<file path="src/rtl/inst_prefetch.sv">
// Instruction prefetch buffer: sequentially fetches 32-bit words into an
// address-tagged FIFO and serves the core PC from the FIFO head.
module inst_prefetch #(
    parameter int unsigned DEPTH    = 4,
    parameter logic [31:0] RESET_PC = 32'h0000_0000,
    parameter logic [31:0] NOP_INST = 32'h0000_0013
) (
    input  logic        clk,
    input  logic        rst,
    input  logic [31:0] core_addr_i,
    input  logic        core_ready_i,
    output logic [31:0] inst_o,
    output logic [31:0] inst_addr_o,
    output logic        inst_valid_o,
    output logic        mem_req_o,
    output logic [31:0] mem_addr_o,
    input  logic        mem_rvalid_i,
    input  logic [31:0] mem_rdata_i
);

    localparam int unsigned PW = $clog2(DEPTH);
    localparam int unsigned CW = PW + 1;
    localparam logic [CW-1:0] FULL_CNT = CW'(DEPTH);

    // Handshakes: mem_req_o is a level held from issue until the single
    // mem_rvalid_i pulse, with mem_addr_o stable throughout; on the core side
    // an instruction transfers on a cycle where inst_valid_o && core_ready_i.
    typedef enum logic [1:0] {
        ST_IDLE = 2'd0,
        ST_REQ  = 2'd1,
        ST_DROP = 2'd2
    } state_e;

    state_e        state_q, state_d;
    logic [31:0]   fa_q, fa_d;
    logic [31:0]   req_addr_q, req_addr_d;
    logic [PW-1:0] rd_ptr_q, rd_ptr_d;
    logic [PW-1:0] wr_ptr_q, wr_ptr_d;
    logic [CW-1:0] count_q, count_d;
    logic [31:0]   tag_q  [DEPTH];
    logic [31:0]   data_q [DEPTH];

    logic          empty;
    logic [31:0]   head_tag;
    logic [31:0]   head_data;
    logic [31:0]   exp_addr;
    logic          redirect;
    logic          pop;
    logic          push;
    logic          flush;

    always_comb begin
        empty     = (count_q == '0);
        head_tag  = tag_q[rd_ptr_q];
        head_data = data_q[rd_ptr_q];
        // The address the core should ask for next if it runs sequentially.
        if (!empty) begin
            exp_addr = head_tag;
        end else if (state_q == ST_REQ) begin
            exp_addr = req_addr_q;
        end else begin
            exp_addr = fa_q;
        end
        redirect     = (core_addr_i != exp_addr);
        inst_valid_o = !empty && (head_tag == core_addr_i);
        inst_o       = inst_valid_o ? head_data : NOP_INST;
        inst_addr_o  = inst_valid_o ? head_tag : core_addr_i;
        pop          = inst_valid_o && core_ready_i;
        mem_req_o    = (state_q != ST_IDLE);
        mem_addr_o   = req_addr_q;
    end

    always_comb begin
        state_d    = state_q;
        fa_d       = fa_q;
        req_addr_d = req_addr_q;
        push       = 1'b0;
        flush      = 1'b0;
        case (state_q)
            ST_IDLE: begin
                if (redirect) begin
                    fa_d  = core_addr_i;
                    flush = 1'b1;
                end else if (count_q < FULL_CNT) begin
                    req_addr_d = fa_q;
                    fa_d       = fa_q + 32'd4;
                    state_d    = ST_REQ;
                end
            end
            ST_REQ: begin
                if (redirect) begin
                    fa_d    = core_addr_i;
                    flush   = 1'b1;
                    state_d = mem_rvalid_i ? ST_IDLE : ST_DROP;
                end else if (mem_rvalid_i) begin
                    push    = 1'b1;
                    state_d = ST_IDLE;
                end
            end
            ST_DROP: begin
                // The stale bus request must still complete before reissuing.
                if (redirect) begin
                    fa_d = core_addr_i;
                end
                if (mem_rvalid_i) begin
                    state_d = ST_IDLE;
                end
            end
            default: begin
                state_d = ST_IDLE;
            end
        endcase
    end

    always_comb begin
        rd_ptr_d = rd_ptr_q;
        wr_ptr_d = wr_ptr_q;
        count_d  = count_q;
        if (flush) begin
            rd_ptr_d = '0;
            wr_ptr_d = '0;
            count_d  = '0;
        end else begin
            if (pop) begin
                rd_ptr_d = rd_ptr_q + PW'(1);
            end
            if (push) begin
                wr_ptr_d = wr_ptr_q + PW'(1);
            end
            case ({push, pop})
                2'b10:   count_d = count_q + CW'(1);
                2'b01:   count_d = count_q - CW'(1);
                default: count_d = count_q;
            endcase
        end
    end

    always_ff @(posedge clk or negedge rst) begin
        if (!rst) begin
            state_q    <= ST_IDLE;
            fa_q       <= RESET_PC;
            req_addr_q <= RESET_PC;
            rd_ptr_q   <= '0;
            wr_ptr_q   <= '0;
            count_q    <= '0;
        end else begin
            state_q    <= state_d;
            fa_q       <= fa_d;
            req_addr_q <= req_addr_d;
            rd_ptr_q   <= rd_ptr_d;
            wr_ptr_q   <= wr_ptr_d;
            count_q    <= count_d;
        end
    end

    // Entry storage needs no reset: count_q gates every read.
    always_ff @(posedge clk) begin
        if (push) begin
            tag_q[wr_ptr_q]  <= req_addr_q;
            data_q[wr_ptr_q] <= mem_rdata_i;
        end
    end

endmodule
</file>
<file path="config.mk">
export PLATFORM = sky130hd
export DESIGN_NAME = inst_prefetch
export DESIGN_NICKNAME = d
export VERILOG_FILES = /design/src/rtl/inst_prefetch.sv
export SDC_FILE = /design/constraint.sdc
export NUM_CORES = 1
export LEC_CHECK = 0
export BUFFER_PORTS_ARGS = -buffer_cell sky130_fd_sc_hd__buf_4
export CAP_MARGIN = 20
export CORE_MARGIN = 2
export CORE_UTILIZATION = 35
export DETAILED_ROUTE_END_ITERATION = 8
export MAX_ROUTING_LAYER = met4
export PLACE_DENSITY = 0.6
export RECOVER_POWER = 50
export REMOVE_ABC_BUFFERS = 1
export SLEW_MARGIN = 20
export SYNTH_ARGS = -nofsm -noshare
export SYNTH_HDL_FRONTEND = slang
export SYNTH_SLANG_ARGS = --single-unit
</file>
<file path="constraint.sdc">
create_clock -name clk -period 4.8 [get_ports clk]
set_clock_uncertainty 0.05 [all_clocks]
set_input_delay 0.72 -clock clk [delete_from_list [all_inputs] [get_ports clk]]
set_output_delay 0.72 -clock clk [all_outputs]
set_load 0.01 [all_outputs]
</file>
==> key figures <==
Run status
  • Run status: finished, final reports clean

Setup path
  • Worst setup path end: inst_o[4]
  • Worst R2R Path Depth: 13
  • Kind of launch point of the worst setup path: flip-flop
  • Master of the slowest instance on the critical path: or4b_1
  • Worst path top cell family by delay: simple AND/OR/NAND/NOR gates
  • Crit path DAT: 3800 ps
  • Total buffers and inverters traversed by the critical path: 3
  • Crit path largest cell delay: 540 ps
  • Worst path depth: 9
  • Largest fanout on the critical path: 7
  • Critical path type: flip-flop to output port
  • Crit path required time: ~4000 ps
  • Critical-path cell list: buf_4 -> mux4_2 -> xnor2_1 -> nand4_1 -> nand4b_1 -> or4b_1 -> buf_4 -> or3_1 -> buf_4
  • Register-to-register setup slack: 470 ps
  • Most common cell on crit path: buf_4
  • Launching element of the worst setup path: rd_ptr_q[0]$_DFFE_PN0P_
  • R2R Path Start: rd_ptr_q[1]$_DFFE_PN0P_
  • Worst setup EP type: output port
  • RR Endpoint: count_q[2]$_DFFE_PN0P_

Clocking
  • Master cell of the clock root buffer: clkbuf_16
  • CTS sink count: 329
  • H-tree depth: 2
  • Buffer depth of the longest clock path: 3
  • CTS tree: done
  • Clock-pin slew of the registers on the worst-case setup and hold paths: 60 ps
  • CTS buffer count: 36
  • Insertion delay of the later-clocked pin in the worst-skew pair: 530 ps
  • Hold buffer count at cts: 0

Logic synthesis
  • Seq cells post-synth: 329
  • Post-synthesis async set-or-reset flop share: 0.2219
  • Number of flops mapped to enable cells by yosys: 256
  • Syn Std Cell Area: between 15000 and 20000 µm²
  • Ys flop type: edfxtp_1
  • Distinct cells, synth: 62
  • Share of synthesized area occupied by flip-flops and latches: 0.6268
  • Yosys warning total: 0
  • Yosys top cell by area: edfxtp_1
  • Dominant cells by area after synthesis: edfxtp_1, dfrtp_1, mux4_2, mux2i_1, mux2_4
  • Top-area cell type share of the netlist area: 0.5065
  • Average cell area after synthesis: 15.00 µm²
  • Gate count of the mapped netlist: 1012

Pwr
  • Psw: approximately 0.0013 W
  • Cell area power density: between 300 and 400 nW/µm²
  • Switch share: 0.2178
  • Combinational fraction of design power: 0.039
  • Part of the total power dissipated in the clock network: 0.433
  • Power Internal: 0.004579 W
  • IR drop worst, VDD: ~0.21 mV
  • Cell leakage power: 6.516 nW
  • Relative contribution of sequential cells to total power: 0.528

Timing
  • Final period util: 0.9518
  • Remaining max-slew budget at the tightest pin: 0.4875
  • Final hold violations: 0
  • Max Slew Vio Count: 0
  • Hold slack final: 195.9 ps
  • Setup repair after global routing missed its margin: no
  • Final setup violation count: 0
  • Achievable clock frequency: around 0.22 GHz
  • Final critical-path required period: 4568 ps
  • Accumulated negative setup slack: 0 ps
  • Final critical-path setup slack: 231.5 ps
  • Least-Margin Pin Slew: 768.0 ps

Die
  • Starting density of the core: 0.3531
  • Full die area: 45050 µm²
  • Width of the chip: roughly 210 µm
  • Row Count: 76
  • Boundary Pins: ~170
  • Overall die height: 212.2 µm
  • Area of the core: 42980 µm²

Final layout
  • Leading cell type in the layout, fill and taps excluded: edfxtp_1
  • Core utilization of the finished layout: 0.4173
  • Highest-count cells in the layout ignoring fill and taps: edfxtp_1, buf_4, clkbuf_1, mux2i_1, dfrtp_1
  • Fill cell instance count of the final layout: 4004
  • Synthesis-to-layout area growth: 18.16%
  • Antenna diode instance count: 0
  • Share of layout cells above drive strength 1: 0.2385
  • Final Net Count: 1247

Route
  • Drc violations: 0
  • Routed via count divided by cell count: 5.237
  • Total iterations of the first detailed-routing run: 4
  • Wirelength per Cell: 21.70 µm
  • Detailed-route wire length: 38630 µm
  • Via count of the routed design: 9322
  • Remaining number of nets flagged by the antenna check after routing: 0
  • 1st-iter DRT viols: 791

Placed design
  • Half-perimeter wire length of the detailed placement result: 26810 µm
  • Buffers on Ports: 165
  • Routability cong.: 0.9376
  • Worst setup slack before clock tree synthesis: 320.8 ps

Worst hold path
  • Worst min path class: input pin to async pin

Global route
  • Largest net degree at the start of global routing: 74
  • GR Util All Layers: 0.1794
  • Wire length of the first global-routing pass: 58360 µm
  • Vias in the first global route: 9304
  • Leftover overflow at the end of global routing: 0
  • Number of antenna violations at the first check in global routing: 0

Flow run
  • MaxCap Viol Count: 0
-- worst min-delay path by stage --
| stage | from | to | depth (start not counted) |
|---|---|---|---|
| after floorplan | rst | count_q[0]$_DFFE_PN0P_ | 0 |
| after CTS | mem_rdata_i[1] | data_q[0][1]$_DFFE_PP_ | 1 |
| after global placement | fa_q[0]$_DFFE_PN0P_ | mem_addr_o[0]$_DFFE_PN0P_ | 1 |
| after global routing | rst | fa_q[31]$_DFFE_PN0P_ | 1 |
| after detailed placement | fa_q[0]$_DFFE_PN0P_ | mem_addr_o[0]$_DFFE_PN0P_ | 1 |
| final | rst | mem_addr_o[31]$_DFFE_PN0P_ | 1 |
-- per-stage QoR --
| stage | cell area [µm²] | power [W] | std cells |
|---|---|---|---|
| final | 17930 | 0.005854 | 1780 |
| after CTS | 18210 | 0.005931 | 1776 |
| after floorplan | 14760 | 0.003233 | 927 |
| after global routing | 17930 | 0.006056 | 1780 |
| after global placement | 17140 | 0.003399 | 1711 |
| after detailed placement | 17140 | 0.003402 | 1711 |
-- layer usage --
| layer | track usage | routed length (µm) | vias up |
|---|---|---|---|
| li1 | - | - | 4171 |
| met1 | 0.2407 | 16900 | 4766 |
| met2 | 0.2869 | 18550 | 329 |
| met3 | 0.02925 | 2476 | 56 |
| met4 | 0.04365 | 697 | 0 |
| met5 | - | 0 | - |
-- power by group through the flow --
stage	combinational, W	clock, W	sequential, W
finish	0.000227	0.00253	0.00309
global route	0.000246	0.00272	0.00309
global placement	0.000248	0	0.00315
detailed placement	0.000251	0	0.00315
CTS	0.000251	0.00259	0.00309
floorplan	0.0000888	0	0.00314
-- flip-flops by register name (all words and copies together) (netlist names) --
register / count
fa_q: 32
data_q: 128
count_q: 3
rd_ptr_q: 2
wr_ptr_q: 2
state_q: 2
mem_addr_o: 32
tag_q: 128
-- cells by family (layout without fill, tap and decap cells) --
kind of cell | count (synthesis) | after routing | share of synthesized area
xor gates and xnor gates | 53 | 53 | 0.03058
AOI/OAI and AO/OA | 123 | 123 | 0.05416
buffers and inverters | 123 | 306 | 0.03668
DFF | 329 | 329 | 0.6268
adders and majority gates | 11 | 11 | 0.009562
muxes | 173 | 173 | 0.1721
and+or+nand+nor | 200 | 200 | 0.07007
-- area by class of cell --
class,instances,area (µm²),share of cell area
Timing Repair Buffer,203,1349,0.07521
Inverter,38,142.6,0.007953
Tap cell,585,732.0,0.04081
Sequential cell,329,9522,0.5309
Clock inverter,18,98.84,0.005511
Clock buffer,47,963.4,0.05372
Multi-Input combinational cell,560,5127,0.2859
-- cells in the mapped netlist, types with 11 or more instances --
master / number
edfxtp_1: 256
dfrtp_1: 73
a2bb2oi_1: 13
clkbuf_1: 57
mux2i_1: 72
xnor2_1: 47
buf_2: 15
o22ai_1: 14
nand4_1: 11
mux2_2: 11
nor3_1: 22
mux4_2: 57
mux2_4: 30
o21ai_0: 14
nand2_1: 39
nand3_1: 25
nor2_1: 28
inv_1: 36
a21oi_1: 37
nor2b_1: 33
-- timing repair --
action | in CTS | in global routing
setup buffers | 0 | 4
gates resized for setup | 1 | 0
setup endpoints to repair | 29 | 32
No activity file was read; power rests on OpenSTA's default activity.
